[src/rtl/ifetch_queue.sv]
// ifetch_queue: instruction fetch queue between the icache and the decoder.
// Issues sequential fetch requests, holds up to DEPTH in-flight/filled
// entries in program order, and handles redirects by freeing all entries and
// counting the responses still owed for the flushed requests.
// Optional feature: define IFETCH_BYPASS_EN to forward a response straight
// to the decoder in the same cycle when it fills the head entry.
module ifetch_queue #(
   parameter int XLEN  = 32,
   parameter int DEPTH = 4
) (
   input  logic            clk,
   input  logic            reset_n,
   input  logic [XLEN-1:0] reset_adr_i,
   input  logic            branch_v_q_i,
   input  logic [XLEN-1:0] pc_data_q_i,
   output logic            icache_req_v_o,
   output logic [XLEN-1:0] icache_adr_o,
   input  logic            icache_req_rdy_i,
   input  logic            icache_rsp_v_i,
   input  logic [31:0]     icache_instr_i,
   output logic            instr_v_o,
   output logic [31:0]     instr_o,
   output logic [XLEN-1:0] pc_o,
   input  logic            dec_rdy_i
);

   localparam int PW = $clog2(DEPTH);
   localparam int CW = PW + 1;
   localparam int SW = CW + 1;

   typedef enum logic {BOOT, RUN} state_t;

   state_t          state;
   state_t          state_next;
   logic [XLEN-1:0] fetch_pc_q;
   logic [CW-1:0]   occupancy;
   logic [CW-1:0]   drop_cnt;
   logic [CW-1:0]   unfilled_cnt;
   logic [PW-1:0]   head_ptr;
   logic [PW-1:0]   tail_ptr;
   logic [PW-1:0]   fill_ptr;
   logic [DEPTH-1:0] filled;
   logic [DEPTH-1:0] filled_next;
   logic [XLEN-1:0] pc_mem    [DEPTH];
   logic [31:0]     instr_mem [DEPTH];

   logic            running;
   logic [SW-1:0]   load;
   logic [SW-1:0]   owed;
   logic [CW-1:0]   flush_drop;
   logic            req_v;
   logic            req_fire;
   logic            rsp_drop;
   logic            rsp_fill;
   logic            head_v;
   logic [31:0]     head_instr;
   logic            pop;

   // Next-state, request/response/pop decisions and the outputs.
   // NOTE: every signal gets a default at the top so no path leaves it unassigned (no latches).
   always_comb begin
      state_next  = state;
      running     = (state == RUN);
      load        = {1'b0, occupancy} + {1'b0, drop_cnt};
      owed        = {1'b0, drop_cnt} + {1'b0, unfilled_cnt};
      flush_drop  = CW'(owed - SW'(icache_rsp_v_i && (owed != '0)));
      req_v       = running & ~branch_v_q_i & (load < SW'(DEPTH));
      req_fire    = req_v & icache_req_rdy_i;
      rsp_drop    = running & ~branch_v_q_i & icache_rsp_v_i & (drop_cnt != '0);
      rsp_fill    = running & ~branch_v_q_i & icache_rsp_v_i & (drop_cnt == '0)
                    & (unfilled_cnt != '0);
      head_instr  = instr_mem[head_ptr];
      head_v      = running & ~branch_v_q_i & (occupancy != '0) & filled[head_ptr];
`ifdef IFETCH_BYPASS_EN
      // The oldest unfilled entry is the head here, so this response fills it.
      if (running && !branch_v_q_i && (occupancy != '0) && !filled[head_ptr]
          && (drop_cnt == '0) && icache_rsp_v_i) begin
         head_v     = 1'b1;
         head_instr = icache_instr_i;
      end
`endif
      pop         = head_v & dec_rdy_i;
      filled_next = filled;
      if (rsp_fill) filled_next[fill_ptr] = 1'b1;
      if (pop)      filled_next[head_ptr] = 1'b0;

      case (state)
         BOOT:    state_next = RUN;
         default: state_next = RUN;
      endcase

      icache_req_v_o = req_v;
      icache_adr_o   = fetch_pc_q;
      instr_v_o      = head_v;
      instr_o        = head_v ? head_instr : '0;
      pc_o           = head_v ? pc_mem[head_ptr] : '0;
   end

   // FSM state register.
   // NOTE: sequential state uses non-blocking assignments so every flop samples pre-edge values.
   always_ff @(posedge clk or negedge reset_n) begin
      if (!reset_n) state <= BOOT;
      else          state <= state_next;
   end

   // Fetch PC, occupancy/drop counters, pointers and fill flags.
   always_ff @(posedge clk or negedge reset_n) begin
      if (!reset_n) begin
         fetch_pc_q   <= '0;
         occupancy    <= '0;
         drop_cnt     <= '0;
         unfilled_cnt <= '0;
         head_ptr     <= '0;
         tail_ptr     <= '0;
         fill_ptr     <= '0;
         filled       <= '0;
      end else if (state == BOOT) begin
         fetch_pc_q <= reset_adr_i;
      end else if (branch_v_q_i) begin
         fetch_pc_q   <= pc_data_q_i;
         occupancy    <= '0;
         drop_cnt     <= flush_drop;
         unfilled_cnt <= '0;
         head_ptr     <= '0;
         tail_ptr     <= '0;
         fill_ptr     <= '0;
         filled       <= '0;
      end else begin
         occupancy    <= occupancy + CW'(req_fire) - CW'(pop);
         unfilled_cnt <= unfilled_cnt + CW'(req_fire) - CW'(rsp_fill);
         filled       <= filled_next;
         if (rsp_drop) drop_cnt <= drop_cnt - 1'b1;
         if (req_fire) begin
            tail_ptr   <= tail_ptr + 1'b1;
            fetch_pc_q <= fetch_pc_q + XLEN'(4);
         end
         if (rsp_fill) fill_ptr <= fill_ptr + 1'b1;
         if (pop)      head_ptr <= head_ptr + 1'b1;
      end
   end

   // Entry payload storage.
   // NOTE: payload arrays are not reset; filled flags and output gating make stale data invisible.
   always_ff @(posedge clk) begin
      if (req_fire) pc_mem[tail_ptr]    <= fetch_pc_q;
      if (rsp_fill) instr_mem[fill_ptr] <= icache_instr_i;
   end

endmodule

[config.mk]
export PLATFORM = sky130hd
export DESIGN_NAME = ifetch_queue
export DESIGN_NICKNAME = d
export VERILOG_FILES = /design/src/rtl/ifetch_queue.sv
export SDC_FILE = /design/constraint.sdc
export NUM_CORES = 1
export LEC_CHECK = 0
export CAP_MARGIN = 20
export CORE_MARGIN = 2
export CORE_UTILIZATION = 51
export CTS_BUF_LIST = sky130_fd_sc_hd__clkbuf_8
export CTS_CLUSTER_DIAMETER = 150
export DETAILED_ROUTE_END_ITERATION = 6
export PLACE_DENSITY = 0.79
export SLEW_MARGIN = 20
export SYNTH_ARGS = -nofsm -noshare
export SYNTH_HDL_FRONTEND = slang
export SYNTH_SLANG_ARGS = --single-unit
[constraint.sdc]
create_clock -name clk -period 3.17 [get_ports clk]
set_input_delay 0.4755 -clock clk [delete_from_list [all_inputs] [get_ports clk]]
set_output_delay 0.4755 -clock clk [all_outputs]
set_load 0.05 [all_outputs]
### Word-level counts from Yosys, hierarchy flattened

Memory sizes are Yosys's and may differ from the RTL's.
Index checks and enable logic that the tools add are counted.

* eq/ne operators: 1
* muxes and demuxes: 28
* add/subtract/negate cells: 12
* reduce and logical (&&, ||, !) cells: 16
* bitwise gates (word level): 14
* $lt $le $gt $ge: 5

Operators with widths (number)
* $mux W32: 5
* $add A32 B3 Y32 const B: 1
* $mux W2: 6
* $mux W3: 4
* $mux W4: 3
* $and A1 B1 Y1: 10
* $reduce_bool A3 Y1: 3
* $sub A3 B1 Y3: 3
* $add A3 B3 Y4: 2
* $reduce_and A2 Y1: 4
* $reduce_bool A2 Y1: 4
* $mux W1: 7
* $add A2 B1 Y2 const B: 3
* $add A3 B1 Y3: 2
* $lt A2 B3 Y1 const B: 2
* $and A4 B4 Y4: 1
* $demux W1 S2: 2
* $ge A2 B1 Y1 const B: 2
* $lt A4 B3 Y1 const B: 1
* $not A4 Y4: 1
* $or A4 B4 Y4: 1
* $reduce_bool A4 Y1: 1
* $logic_and A1 B1 Y1: 3
* $logic_not A3 Y1: 1
* other kinds (4): 4

* word-level logic and storage cells: 87
* memory bits (writable): 256
* input port bits: 102
* memories: 2
* output and inout bits: 98
* flip-flop bits (word level): 52

Memory list
* instr_mem: words 4, width 32, rd ports 1, clocked after memory_dff 0, wr ports 1, RTL line 45 `logic [31:0] instr_mem [DEPTH];`
* pc_mem: words 4, width 32, rd ports 1, clocked after memory_dff 0, wr ports 1, RTL line 44 `logic [XLEN-1:0] pc_mem [DEPTH];`

### Depth between registers and ports, before layout

* depth in word-level cells: 9
* mapped depth: 15

### Worst setup path after synthesis

OpenSTA, ideal clock, no wires.

* kind: reg-to-reg
* start point: reg occupancy[2]
* end point: reg unfilled_cnt[2]
* setup time: 0.129 ns
* period minus slack after synthesis: 3.058 ns
* arrival: 2.930 ns
* stages on the path, launching flop included: 14
* buffers on the path: 0
* slack: 0.112 ns
* cells stage by stage: dfrtp_1 -> ha_1 -> or4b_4 -> nor3_4 -> inv_2 -> ha_1 -> inv_1 -> ha_1 -> inv_1 -> fa_1 -> xnor2_1 -> nor3_1 -> a21oi_1 -> o2bb2ai_1

* word-level cells in the longest chain between the ends: 7

RTL lines
* start: declaration: RTL line 36 `logic [CW-1:0] occupancy;`
* start signal: assignment: RTL line 129 `occupancy <= occupancy + CW'(req_fire) - CW'(pop);`
* $add A3 B3 Y4: RTL line 64 `load = {1'b0, occupancy} + {1'b0, drop_cnt};`
* $lt A4 B3 Y1: RTL line 67 `req_v = running & ~branch_v_q_i & (load < SW'(DEPTH));`
* $and A1 B1 Y1: RTL line 67
* $and A1 B1 Y1: RTL line 68 `req_fire = req_v & icache_req_rdy_i;`
* $add A3 B1 Y3: RTL line 130 `unfilled_cnt <= unfilled_cnt + CW'(req_fire) - CW'(rsp_fill);`
* $sub A3 B1 Y3: RTL line 130
* $mux W3: RTL line 119 `end else if (branch_v_q_i) begin`
* end signal: assignment: RTL line 130
* end: declaration: RTL line 38 `logic [CW-1:0] unfilled_cnt;`

Every way passes these cells.
A chain may end at the register's enable or synchronous reset.

### Final worst setup path

* start point: reg occupancy[2]
* end point: reg occupancy[2]

* word-level cells in the longest chain between the ends: 7
* elaborated cells between the ends (all ways): 11
* those cells by class: add/sub (3); order compare (1); mux (1); bitwise (5); reduce/logical (1)

RTL lines (RTL line)
* $add A3 B3 Y4: 64
* $lt A4 B3 Y1: 67
* $and A1 B1 Y1: 67
* $and A1 B1 Y1: 68
* $add A3 B1 Y3: 129
* $sub A3 B1 Y3 *: 129
* $mux W3 *: 119

Mark *: on every way between the ends. The rest lies on a longest branch, timed or not.

==> flow_summary.ini <==
[logic_synthesis]
synth_flop_cell = edfxtp_1
ys_seq_elements = 308
syn-num-nets = 928
synth_common_cells = 256 x edfxtp_1, 67 x nor2b_1, 65 x mux4_2
synthArstFlopShare_pct = 16.9
synth_top_cell_by_area = edfxtp_1
synth.avg_cell_area_um2 = 16.6
ys_seq_area_share_pct = 67.9
yosysMostFrequentCell = edfxtp_1
yosysUniqueCellTypes = 61
synth-warning-count = 0
syn_inst = 797
synth_area_um2 = 13200
synth_enable_flop_cells = 256
synth_top_cell_area_share_pct = 58.1
synthTopCellsByArea = edfxtp_1 58%, mux4_2 11%, dfrtp_1 9.8%, nor2b_1 3.2%, ha_1 2.5%

[power]
ir_drop_mv = 0.352
power.total_uw = 9410
powerDensity_nw_per_um2 = 536
power.leakage_uw = 0.00604

[critical_path]
crit_path_end_kind = flip-flop
cp-start-kind = flip-flop
path_class = reg -> reg
r2r_slack_ns = 0.07
critical_path_arrival_ns = 3.53
worstReg2RegStart = occupancy[2]
r2r_end = occupancy[2]
required_ns = 3.60
ff2ff_path_depth = 13
crit_fanout = 4

[clock_network]
cts_tree = built
path_clk_slew_ns = 0.06
h-tree-depth = 2
ctsLongestPathBuffers = 3
clock-sinks = 308
cts_buffers = 50
root_buffer = clkbuf_8
insertion_delay_ns = 0.55

[worst_hold_path]
hold_class = in -> async

[timing]
whs_ns = 0.352
rsz0062_at_grt = yes
hold_viol = 0
fin_crit_sh_pct = 97.7
finClkSkew_ns = 0.0129
fmax_mhz = 323
max-slew-margin-rel_pct = 51.2
setup_violations = 0
drv_slew = 0
period_needed_ns = 3.10
tightest_slew_ns = 0.732

[route]
wl_per_cell_um = 22.0
drt-initial-drc-count = 783
drc = 0
viasPerCell = 5.84
via_count = 8270
first_pass_iters = 5
drt-total-wl_um = 31100
antenna_left = 0

[final_layout]
layout-area-overhead-vs-synth_pct = 32.7
fin_nets = 1177
stdcell_count = 1416
fillers = 1652
drive_gt1_share_pct = 24.6
antenna_cells = 0
stdcell_area_um2 = 17600

[global_routing]
grt_pass1_vias = 8339
grt-ovfl-total = 0
gr-usage-all-layers_pct = 23.3
antenna_found_initial = 0
grt_pass1_wl_um = 47500
grt_max_degree = 70

[floorplan]
initial_core_util_pct = 52.3
core_area_um2 = 25300
rows = 58
io_pins = 200
die_h_um = 165
die_w_um = 165
die-area_um2 = 27300

[placed_design]
place_congestion = 0.861
io_buffers = 199
hpwlAfterDp_um = 20100
place_inst = 1320
placed_area_um2 = 16500

[outcome]
outcome = completed

[flow_run]
drv_cap = 0
state kept, by name, indices dropped and copies added (netlist names), 3 cells and up:
signal / cells
pc_mem: 128
icache_adr_o: 32
instr_mem: 128
filled: 4
unfilled_cnt: 3
drop_cnt: 3
occupancy: 3
cell type report:
cell class	count	area, µm²	area share, %
flip-flops and latches	308	9000	51.2
multi-input cells	426	4030	22.9
repair buffers	241	3090	17.6
clock buffers	53	729	4.15
well taps	330	413	2.35
clock inverters	39	246	1.40
inverters	19	71.3	0.406
cell families (layout without fill, tap and decap cells):
group / Yosys count / after routing / synth area share [%]
flip-flops: 308 / 308 / 67.9
AND/OR/NAND/NOR: 192 / 192 / 8.41
AO/OA/AOI/OAI: 111 / 111 / 5.74
multiplexers: 73 / 73 / 11.7
buffers and inverters: 63 / 352 / 2.03
adder cells (fa/ha/maj): 29 / 29 / 2.91
XOR/XNOR: 20 / 20 / 1.32
other: 1 / 1 / 0.0283
routing by layer:
metal / GRT usage, % / part of all wire [%] / vias to the layer above
li1: - / - / 3664
met1: 31.5 / 39 / 4177
met2: 38.3 / 51 / 372
met3: 5.04 / 8.2 / 57
met4: 7.35 / 2.2 / 0
met5: 0 / 0 / -
power by group:
group | switching, µW | internal [µW]
logic | 741 | 580
clock network | 1520 | 1800
registers | 190 | 4590
total | 2450 | 6960
worst max-delay path, stage by stage (launching register included):
cell and delay, ns:
dfrtp_2 0.43, ha_1 0.32, or4b_4 0.58, nor3_4 0.15
inv_2 0.08, ha_1 0.27, inv_1 0.06, ha_1 0.15
inv_1 0.06, fa_1 0.41, xnor2_2 0.18, nor3_2 0.05
a21oi_1 0.13, o2bb2ai_1 0.09
through the flow:
stage / TNS, ns / util (%) / setup slack, ns
2_1_floorplan: 0 / - / 0.112
3_3_place_gp: 0 / 65.2 / 0.0623
3_5_place_dp: -0.0140 / 65.2 / -0.0140
4_1_cts: 0 / 69.1 / 0.0365
5_1_grt: -0.0915 / 69.4 / -0.0465
6_report: 0 / 69.4 / 0.0729
how the worst max path moves through the flow:
stage                     start              end  slack, ns  cells after the start
2_1_floorplan      occupancy[2]  unfilled_cnt[2]       0.11                     13
6_report           occupancy[2]     occupancy[2]       0.07                     13
5_1_grt            occupancy[2]  unfilled_cnt[2]      -0.05                     13
3_3_place_gp   icache_req_rdy_i  unfilled_cnt[2]       0.06                     13
4_1_cts             head_ptr[1]         pc_o[25]       0.04                      4
3_5_place_dp   icache_req_rdy_i     occupancy[2]      -0.01                     13
placed cells by master, fill, tap and decap left out, types with 24 or more instances in the layout:
cell type        instances
buf_4                   30
clkbuf_8                53
inv_1                   30
nor2b_1                 67
dfrtp_1                 49
buf_12                  75
clkdlybuf4s50_1        132
mux4_2                  65
a21oi_1                 24
ha_1                    26
nand2_1                 24
edfxtp_1               256
what timing repair did:
item	in CTS	in global routing
hold buffers	1	0
buffers inserted	0	3
gates resized for setup	1	6
endpoints found under the setup margin	65	6
cloned	0	0
endpoints found under the hold margin	13	0
pin swaps	0	1
Note: power is estimated with default switching activity, not from simulation.
